--- src/rtl/event_generator_unit_v2.sv ---
// Event generator: NUM_CH task/event pairs with per-channel delay counters, PPI publish/subscribe
// and maskable IRQ/NMI outputs, all programmed over the PAR register bus.
module event_generator_unit_v2 #(
  parameter int NUM_CH           = 8,
  parameter int NUM_PPI_CHANNELS = 32,
  parameter int PAR_AW           = 12,
  parameter int PAR_DW           = 32,
  parameter int PAR_WW           = 4,
  parameter int DELAY_W          = 16
) (
  input  logic                        clk,
  input  logic                        reset_n,
  input  logic                        par_sel,
  input  logic                        par_write,
  input  logic [PAR_AW-1:0]           par_addr,
  input  logic [PAR_DW-1:0]           par_wdata,
  input  logic [PAR_WW-1:0]           par_wstrb,
  output logic [PAR_DW-1:0]           par_rdata,
  input  logic [NUM_PPI_CHANNELS-1:0] ppi_in,
  output logic [NUM_PPI_CHANNELS-1:0] ppi_out,
  output logic                        irq,
  output logic                        nmi
);

  localparam int CW = $clog2(NUM_PPI_CHANNELS);
  localparam int BW = PAR_AW - 7;

  typedef enum logic {
    IDLE,
    COUNT
  } chStateT;

  logic [4:0]    idx;
  logic [BW-1:0] blk;
  logic          wrCycle;
  logic          rdCycle;
  logic          hitTask, hitSub, hitEvent, hitPub, hitDelay, hitIntr;

  logic [PAR_DW-1:0] byteMask;
  logic [PAR_DW-1:0] wdataMasked;

  logic [NUM_CH-1:0] taskWr, subWr, eventWr, pubWr, delayWr;
  logic intEnWr, intSetWr, intClrWr, nmiEnWr, nmiSetWr, nmiClrWr;

  logic [CW-1:0]      subCh    [NUM_CH];
  logic [NUM_CH-1:0]  subEn;
  logic [CW-1:0]      pubCh    [NUM_CH];
  logic [NUM_CH-1:0]  pubEn;
  logic [DELAY_W-1:0] delayReg [NUM_CH];
  logic [NUM_CH-1:0]  eventFlag;
  logic [NUM_CH-1:0]  intEn;
  logic [NUM_CH-1:0]  nmiEn;

  chStateT            chState     [NUM_CH];
  chStateT            chStateNext [NUM_CH];
  logic [DELAY_W-1:0] cnt         [NUM_CH];
  logic [DELAY_W-1:0] cntNext     [NUM_CH];
  logic [NUM_CH-1:0]  trigger;
  logic [NUM_CH-1:0]  genPulse;

  logic [NUM_PPI_CHANNELS-1:0] pubNext;
  logic [PAR_DW-1:0]           readData;
  logic                        unusedBits;

  // The register map is split into 128-byte blocks of 32 word slots each.
  assign idx      = par_addr[6:2];
  assign blk      = par_addr[PAR_AW-1:7];
  assign wrCycle  = par_sel & par_write;
  assign rdCycle  = par_sel & ~par_write;
  assign hitTask  = (blk == BW'(0));
  assign hitSub   = (blk == BW'(1));
  assign hitEvent = (blk == BW'(2));
  assign hitPub   = (blk == BW'(3));
  assign hitDelay = (blk == BW'(4));
  assign hitIntr  = (blk == BW'(6));

  assign intEnWr  = wrCycle & hitIntr & (idx == 5'd0);
  assign intSetWr = wrCycle & hitIntr & (idx == 5'd1);
  assign intClrWr = wrCycle & hitIntr & (idx == 5'd2);
  assign nmiEnWr  = wrCycle & hitIntr & (idx == 5'd8);
  assign nmiSetWr = wrCycle & hitIntr & (idx == 5'd9);
  assign nmiClrWr = wrCycle & hitIntr & (idx == 5'd10);

  always_comb begin
    byteMask = '0;
    for (int b = 0; b < PAR_WW; b++) begin
      byteMask[8*b +: 8] = {8{par_wstrb[b]}};
    end
    wdataMasked = par_wdata & byteMask;
  end

  // Per-channel write decode; slots at or beyond NUM_CH never match.
  always_comb begin
    taskWr  = '0;
    subWr   = '0;
    eventWr = '0;
    pubWr   = '0;
    delayWr = '0;
    for (int i = 0; i < NUM_CH; i++) begin
      if (wrCycle && (idx == 5'(i))) begin
        taskWr[i]  = hitTask;
        subWr[i]   = hitSub;
        eventWr[i] = hitEvent;
        pubWr[i]   = hitPub;
        delayWr[i] = hitDelay;
      end
    end
  end

  always_comb begin
    trigger = '0;
    for (int i = 0; i < NUM_CH; i++) begin
      trigger[i] = (taskWr[i] & par_wdata[0] & par_wstrb[0]) | (subEn[i] & ppi_in[subCh[i]]);
    end
  end

  // Channel FSM: a retrigger in COUNT reloads from the current DELAY value.
  always_comb begin
    genPulse = '0;
    for (int i = 0; i < NUM_CH; i++) begin
      chStateNext[i] = chState[i];
      cntNext[i]     = cnt[i];
      case (chState[i])
        IDLE: begin
          if (trigger[i]) begin
            if (delayReg[i] == '0) begin
              genPulse[i] = 1'b1;
            end else begin
              chStateNext[i] = COUNT;
              cntNext[i]     = delayReg[i];
            end
          end
        end
        COUNT: begin
          if (trigger[i]) begin
            if (delayReg[i] == '0) begin
              genPulse[i]    = 1'b1;
              chStateNext[i] = IDLE;
              cntNext[i]     = '0;
            end else begin
              cntNext[i] = delayReg[i];
            end
          end else if (cnt[i] == DELAY_W'(1)) begin
            genPulse[i]    = 1'b1;
            chStateNext[i] = IDLE;
            cntNext[i]     = '0;
          end else begin
            cntNext[i] = cnt[i] - DELAY_W'(1);
          end
        end
        default: begin
          chStateNext[i] = IDLE;
          cntNext[i]     = '0;
        end
      endcase
    end
  end

  always_ff @(posedge clk or negedge reset_n) begin
    if (!reset_n) begin
      for (int i = 0; i < NUM_CH; i++) begin
        chState[i] <= IDLE;
        cnt[i]     <= '0;
      end
    end else begin
      for (int i = 0; i < NUM_CH; i++) begin
        chState[i] <= chStateNext[i];
        cnt[i]     <= cntNext[i];
      end
    end
  end

  // Configuration registers honour byte strobes; the enable bit lives in the top byte.
  always_ff @(posedge clk or negedge reset_n) begin
    if (!reset_n) begin
      for (int i = 0; i < NUM_CH; i++) begin
        subCh[i]    <= '0;
        pubCh[i]    <= '0;
        delayReg[i] <= '0;
      end
      subEn <= '0;
      pubEn <= '0;
      intEn <= '0;
      nmiEn <= '0;
    end else begin
      for (int i = 0; i < NUM_CH; i++) begin
        if (subWr[i]) begin
          subCh[i] <= (subCh[i] & ~byteMask[CW-1:0]) | wdataMasked[CW-1:0];
          if (byteMask[PAR_DW-1]) subEn[i] <= par_wdata[PAR_DW-1];
        end
        if (pubWr[i]) begin
          pubCh[i] <= (pubCh[i] & ~byteMask[CW-1:0]) | wdataMasked[CW-1:0];
          if (byteMask[PAR_DW-1]) pubEn[i] <= par_wdata[PAR_DW-1];
        end
        if (delayWr[i]) begin
          delayReg[i] <= (delayReg[i] & ~byteMask[DELAY_W-1:0]) | wdataMasked[DELAY_W-1:0];
        end
      end
      if (intEnWr) begin
        intEn <= (intEn & ~byteMask[NUM_CH-1:0]) | wdataMasked[NUM_CH-1:0];
      end else if (intSetWr) begin
        intEn <= intEn | wdataMasked[NUM_CH-1:0];
      end else if (intClrWr) begin
        intEn <= intEn & ~wdataMasked[NUM_CH-1:0];
      end
      if (nmiEnWr) begin
        nmiEn <= (nmiEn & ~byteMask[NUM_CH-1:0]) | wdataMasked[NUM_CH-1:0];
      end else if (nmiSetWr) begin
        nmiEn <= nmiEn | wdataMasked[NUM_CH-1:0];
      end else if (nmiClrWr) begin
        nmiEn <= nmiEn & ~wdataMasked[NUM_CH-1:0];
      end
    end
  end

  // A new generation beats a same-cycle software clear.
  always_ff @(posedge clk or negedge reset_n) begin
    if (!reset_n) begin
      eventFlag <= '0;
    end else begin
      eventFlag <= genPulse | (eventFlag & ~(eventWr & {NUM_CH{~par_wdata[0]}}));
    end
  end

  always_comb begin
    pubNext = '0;
    for (int i = 0; i < NUM_CH; i++) begin
      if (genPulse[i] && pubEn[i]) begin
        pubNext = pubNext | (NUM_PPI_CHANNELS'(1) << pubCh[i]);
      end
    end
  end

  always_ff @(posedge clk or negedge reset_n) begin
    if (!reset_n) begin
      ppi_out <= '0;
    end else begin
      ppi_out <= pubNext;
    end
  end

  always_comb begin
    readData = '0;
    if (hitIntr) begin
      if ((idx == 5'd0) || (idx == 5'd1) || (idx == 5'd2)) begin
        readData[NUM_CH-1:0] = intEn;
      end else if ((idx == 5'd8) || (idx == 5'd9) || (idx == 5'd10)) begin
        readData[NUM_CH-1:0] = nmiEn;
      end
    end else begin
      for (int i = 0; i < NUM_CH; i++) begin
        if (idx == 5'(i)) begin
          if (hitSub) begin
            readData[CW-1:0]   = subCh[i];
            readData[PAR_DW-1] = subEn[i];
          end else if (hitPub) begin
            readData[CW-1:0]   = pubCh[i];
            readData[PAR_DW-1] = pubEn[i];
          end else if (hitEvent) begin
            readData[0] = eventFlag[i];
          end else if (hitDelay) begin
            readData[DELAY_W-1:0] = delayReg[i];
          end
        end
      end
    end
  end

  always_ff @(posedge clk or negedge reset_n) begin
    if (!reset_n) begin
      par_rdata <= '0;
    end else if (rdCycle) begin
      par_rdata <= readData;
    end
  end

  assign irq = |(eventFlag & intEn);
  assign nmi = |(eventFlag & nmiEn);

  assign unusedBits = ^{par_addr[1:0], wdataMasked, byteMask};

endmodule
--- config.mk ---
export PLATFORM = sky130hd
export DESIGN_NAME = event_generator_unit_v2
export DESIGN_NICKNAME = d
export VERILOG_FILES = /design/src/rtl/event_generator_unit_v2.sv
export SDC_FILE = /design/constraint.sdc
export NUM_CORES = 1
export LEC_CHECK = 0
export ABC_AREA = 1
export CORE_ASPECT_RATIO = 1.25
export CORE_MARGIN = 1
export CORE_UTILIZATION = 44
export CTS_CLUSTER_DIAMETER = 60
export DETAILED_ROUTE_END_ITERATION = 8
export DONT_BUFFER_PORTS = 1
export PLACE_DENSITY = 0.65
export SYNTH_ARGS = -nofsm -noshare
export SYNTH_HDL_FRONTEND = slang
export SYNTH_SLANG_ARGS = --single-unit
--- constraint.sdc ---
create_clock -name clk -period 4 [get_ports clk]
set_clock_uncertainty 0.2 [all_clocks]
set_input_delay 0.4 -clock clk [delete_from_list [all_inputs] [get_ports clk]]
set_output_delay 0.4 -clock clk [all_outputs]
set_load 0.02 [all_outputs]
* Word-level counts from Yosys, hierarchy flattened
Index checks and enable logic that the tools add are counted.
Operators by class: $add $sub $neg 8, $lt $le $gt $ge 8, equality and inequality tests 39, shift operators 8, muxes and demuxes 318, bitwise operators 125, reductions and logical operators 58
Operator list (number):
- $mux W16 | 67
- $mux W15 | 21
- $mux W32 | 8
- $pmux W16 S2 | 8
- $shl A1 B5 Y32 const A | 8
- $or A32 B32 Y32 | 7
- $mux W11 | 16
- $mux W1 | 148
- $and A16 B16 Y16 | 9
- $eq A16 B1 Y1 const B | 8
- $logic_not A16 Y1 | 8
- $or A16 B16 Y16 | 8
- $sub A16 B1 Y16 const B | 8
- $and A5 B5 Y5 | 16
- $mux W5 | 16
- $mux W8 | 10
- $or A5 B5 Y5 | 16
- $and A8 B8 Y8 | 8
- $lt A5 B6 Y1 const B | 8
- $reduce_and A2 Y1 | 24
- $bmux W1 S5 | 8
- $or A8 B8 Y8 | 5
- $and A1 B1 Y1 | 33
- $ne A2 B2 Y1 const B | 16
- 15 further kinds | 80
Word-level totals: flip-flop bits (word level) 433, bits of input ports 84

* Longest topological paths before layout
depth after elaboration 66, gate-level depth with buffers 38

* Least setup slack after synthesis
No wires, ideal clock.
path type reg-to-reg, start register (tool-made name), end register ppi_out[17], library setup time 138 ps, arrival 2585 ps, data required time 3662 ps, path slack 1077 ps, cell stages (with the launch flop) 21, path buffers 3, path through dfrtp_1 > buf_4 > inv_4 > buf_6 > nor2_1 > o22ai_1 > nor2_1 > o221ai_1 > nand3_1 > nand2_2 > inv_1 > nor2_1 > inv_1 > o211ai_2 > nor2_2 > inv_2 > nor2_2 > buf_6 > nand2_1 > o221ai_1 > or4_1
RTL lines:
- to (signal assigned) | line 238 | ppi_out <= pubNext;
- to (decl) | line 20 | output logic [NUM_PPI_CHANNELS-1:0] ppi_out,

* Final worst setup path
start input par_wstrb[0], end register ppi_out[21]
On the way: cells in the longest elaborated chain, start to end 20
RTL lines:
- from (decl) | line 17 | input logic [PAR_WW-1:0] par_wstrb,
- $and A1 B1 Y1 | line 113 | trigger[i] = (taskWr[i] & par_wdata[0] & par_wstrb[0]) | (subEn[i] & ppi_in[subCh[i]]);
- $or A1 B1 Y1 | line 113
- $mux W1 (on tied branches) | line 135, 125
- $pmux W1 S2 | line 123 | case (chState[i])
- $logic_and A1 B1 Y1 | line 228 | if (genPulse[i] && pubEn[i]) begin
- $mux W32 | line 228
- $or A32 B32 Y32 | line 229 | pubNext = pubNext | (NUM_PPI_CHANNELS'(1) << pubCh[i]);
- $mux W32 | line 228
- (+5 left out)
- $mux W32 | line 228
- $or A32 B32 Y32 | line 229
- $mux W32 | line 228
- $or A32 B32 Y32 | line 229
- $mux W32 | line 228
- $or A32 B32 Y32 | line 229
- $mux W32 (*) | line 228
- via pubNext[21] | line 61 | logic [NUM_PPI_CHANNELS-1:0] pubNext;
Mark *: on every way through the listed nets, which the timed path passes. The rest lies on a longest branch. A chain may end at the register's enable or synchronous reset.

==> out/results.txt <==
Avg Vias per Cell -> 6.206
area post-placement -> 27500 µm²
Max stage delay on crit path -> 880 ps
FMAX -> 0.2512 GHz
Iter 0 DRT Violations -> 3150
clock buffer depth -> 3
slowest stage cell, crit path -> dlygate4sd3_1
total power -> 10710 µW
Die ar. -> 61210 µm²
CP endpoint kind -> flop
starting density of the core -> 0.4449
pwr dens -> 362.5 nW/µm²
ys async rst share -> 1.000
Final Hold Vio Count -> 433
Syn Inst Count -> 3518
clock sinks -> 433
largest net degree at the start of global routing -> 434
# fillers -> 5831
Slew Viols, Final -> 323
Num CTS Buffers -> 48
commonest non-fill, non-tap cell in the layout -> nand2_1
DRC violations left -> 0
failing checks -> negative hold slack, max-slew violations
Final GP Congestion -> 1.044
Cell variety after synth -> 56
Setup CP Type -> in2reg
Syn Area/Cell -> 7.531 µm²
H-tree depth -> 2
most frequent cells in the layout -> 715 x nand2_1, 494 x o21ai_0, 432 x dfrtp_1, 347 x nor2_1, 299 x inv_1
Yosys warning count -> 0
Worst Path Required -> 4270 ps
hold-fix buffers at CTS -> 26
P&R area growth vs syn -> 11.53%
CTS tree -> yes
RSZ-0062 raised after global routing -> true
final instance area -> 29550 µm²
Max IR drop VDD -> 0.0003095 V
RR Endpoint -> ppi_out[21]
maxcap violations -> 0
Core Rows -> 100
input/output buffers -> 0
crit-path leading delay family -> buffers and inverters
Mapped Area -> 26500 µm²
initial antenna violation count -> 2
gr usage total -> 0.3363
share of cells above drive strength 1 -> 0.08098
Critical Path Source Type -> input port
Skew-Pair Late Insertion Delay -> 630 ps
worst min path class -> in2async
Setup violations, final -> 0
Tcrit/Tclk final -> 0.9951
drt total wl -> 104600 µm
Via Count -> 26970
final net count -> 3641
P_leak -> 0.01232 µW
Vert. Die Dim -> 276.4 µm
WP buf/inv -> 6
Die X -> 221.5 µm
post-route ant nets -> 0
reg2reg path depth -> 20
flop2flop setup slack -> 80 ps
clock-pin slew on the worst setup and hold paths -> 60 ps
I/O pin total -> 150
grt ovf -> 0
DP HPWL -> 75200 µm
ys flop type -> dfrtp_1
number of global-route vias before repair -> 25250
root buffer cell -> clkbuf_16
Worst slew margin -> -0.6851
core area -> 59560 µm²
WP data arrival -> 4250 ps
Routed WL per cell -> 24.06 µm
number of flops mapped to enable cells by yosys -> 0
critical path peak fanout -> 30
critical path cell sequence -> dlygate4sd3_1, nand2_1, nor3_2, nand2_1, nand2_2, inv_1, nor2_2, inv_2, o211ai_1, buf_4, nor2_1, inv_2, nor2_1, buf_12, nand3_1, o21ai_0, a2111oi_2, o2111ai_1
iteration count of the initial detailed-routing pass -> 6
ant diodes -> 0
first-pass GRT wire length -> 157500 µm
post-synthesis sequential area ratio -> 0.4090
Yosys reg bits -> 433
Slew @ Worst Pin -> 2528 ps
status -> finished with violations
fin crit period -> 3980 ps
WHS -> -659.2 ps
[kinds of logic (layout without fill, tap and decap cells)]
logic type,count (synthesis),after routing,share of synthesized area
and+or+nand+nor,1448,1448,0.2341
adders and majority gates,16,16,0.007556
buffers and inverters,518,567,0.08009
xor gates and xnor gates,108,108,0.03570
other,1,15,0.0001415
AOI/OAI and AO/OA,994,994,0.2334
DFF,433,433,0.4090
[worst max path at each step]
stage | start | to | cells after the start
2_1_floorplan | flop | ppi_out[17] | 20
3_3_place_gp | flop | ppi_out[30] | 16
3_5_place_dp | flop | ppi_out[30] | 16
4_1_cts | flop | ppi_out[30] | 16
5_1_grt | flop | ppi_out[21] | 20
6_report | par_wstrb[0] | ppi_out[21] | 18
[cell type report]
| type | count | area [µm²] | share of cell area |
|---|---|---|---|
| Clock inverter | 26 | 364.1 | 0.01232 |
| Clock buffer | 64 | 1353 | 0.04577 |
| Multi-Input combinational cell | 2581 | 13630 | 0.4613 |
| Inverter | 339 | 1282 | 0.04340 |
| Timing Repair Buffer | 138 | 1126 | 0.03811 |
| Tap cell | 765 | 957.2 | 0.03239 |
| Sequential cell | 433 | 10840 | 0.3667 |
[power by group]
| group | leakage [µW] | switching (µW) | internal (µW) |
|---|---|---|---|
| sequential | 0.00586 | 239 | 4590 |
| clock | 0.000842 | 2010 | 2860 |
| combinational | 0.00561 | 586 | 420 |
| total | 0.0123 | 2840 | 7870 |
[cells in the mapped netlist (12+ instances only)]
master       n  share of area
a22oi_1     29         0.0082
o2111ai_1   19         0.0063
o221ai_1   101          0.033
a21oi_1     70          0.013
o211ai_1    66          0.019
nor2_1     349          0.049
nor4_1      41         0.0097
o22ai_1     95          0.022
inv_1      299          0.042
nor3_1      89          0.017
nand2_1    717           0.10
o21ai_0    495          0.094
nand4_1     38         0.0090
o31ai_1     14         0.0040
inv_2       32         0.0045
a221oi_1    36          0.012
clkbuf_1   103          0.015
dfrtp_1    433           0.41
ha_1        16         0.0076
a31oi_1     16         0.0038
o311ai_0    13         0.0043
nor2_4      14         0.0060
nand3_1    146          0.028
xnor2_1     43          0.014
buf_4       23         0.0065
nor2_2      16         0.0038
nand2_2     12         0.0028
buf_2       34         0.0064
xor2_1      65          0.021
[per-stage QoR]
step / std cells / utilization / worst slack, ps / setup TNS (ps) / hold slack (ps)
floorplan: 3532 / - / 1077 / 0 / -95.59
global placement: 4225 / 0.4617 / 167.3 / 0 / -60.11
detailed placement: 4225 / 0.4617 / 173.0 / 0 / -57.21
CTS: 4341 / 0.4949 / 156.2 / 0 / -687.9
global route: 4346 / 0.4962 / -68.54 / -96.70 / -688.4
finish: 4346 / 0.4962 / 19.66 / 0 / -659.2
[metal layers]
layer | vias to the layer above | part of all wire | GRT usage | wire length [µm]
met3 | 379 | 0.088 | 0.06536 | 9240
met2 | 1445 | 0.46 | 0.5414 | 48130
met4 | 2 | 0.071 | 0.2103 | 7392
met5 | - | 0.000096 | 0 | 10
li1 | 12260 | - | - | -
met1 | 12890 | 0.38 | 0.4149 | 39800
[timing repair]
| item | 4_1_cts | 5_1_grt |
|---|---|---|
| setup buffers | 0 | 5 |
| endpoints found under the setup margin | 0 | 27 |
| resized for setup | 0 | 19 |
| endpoints found under the hold margin | 479 | 433 |
Power figures use the tool's default switching activity.
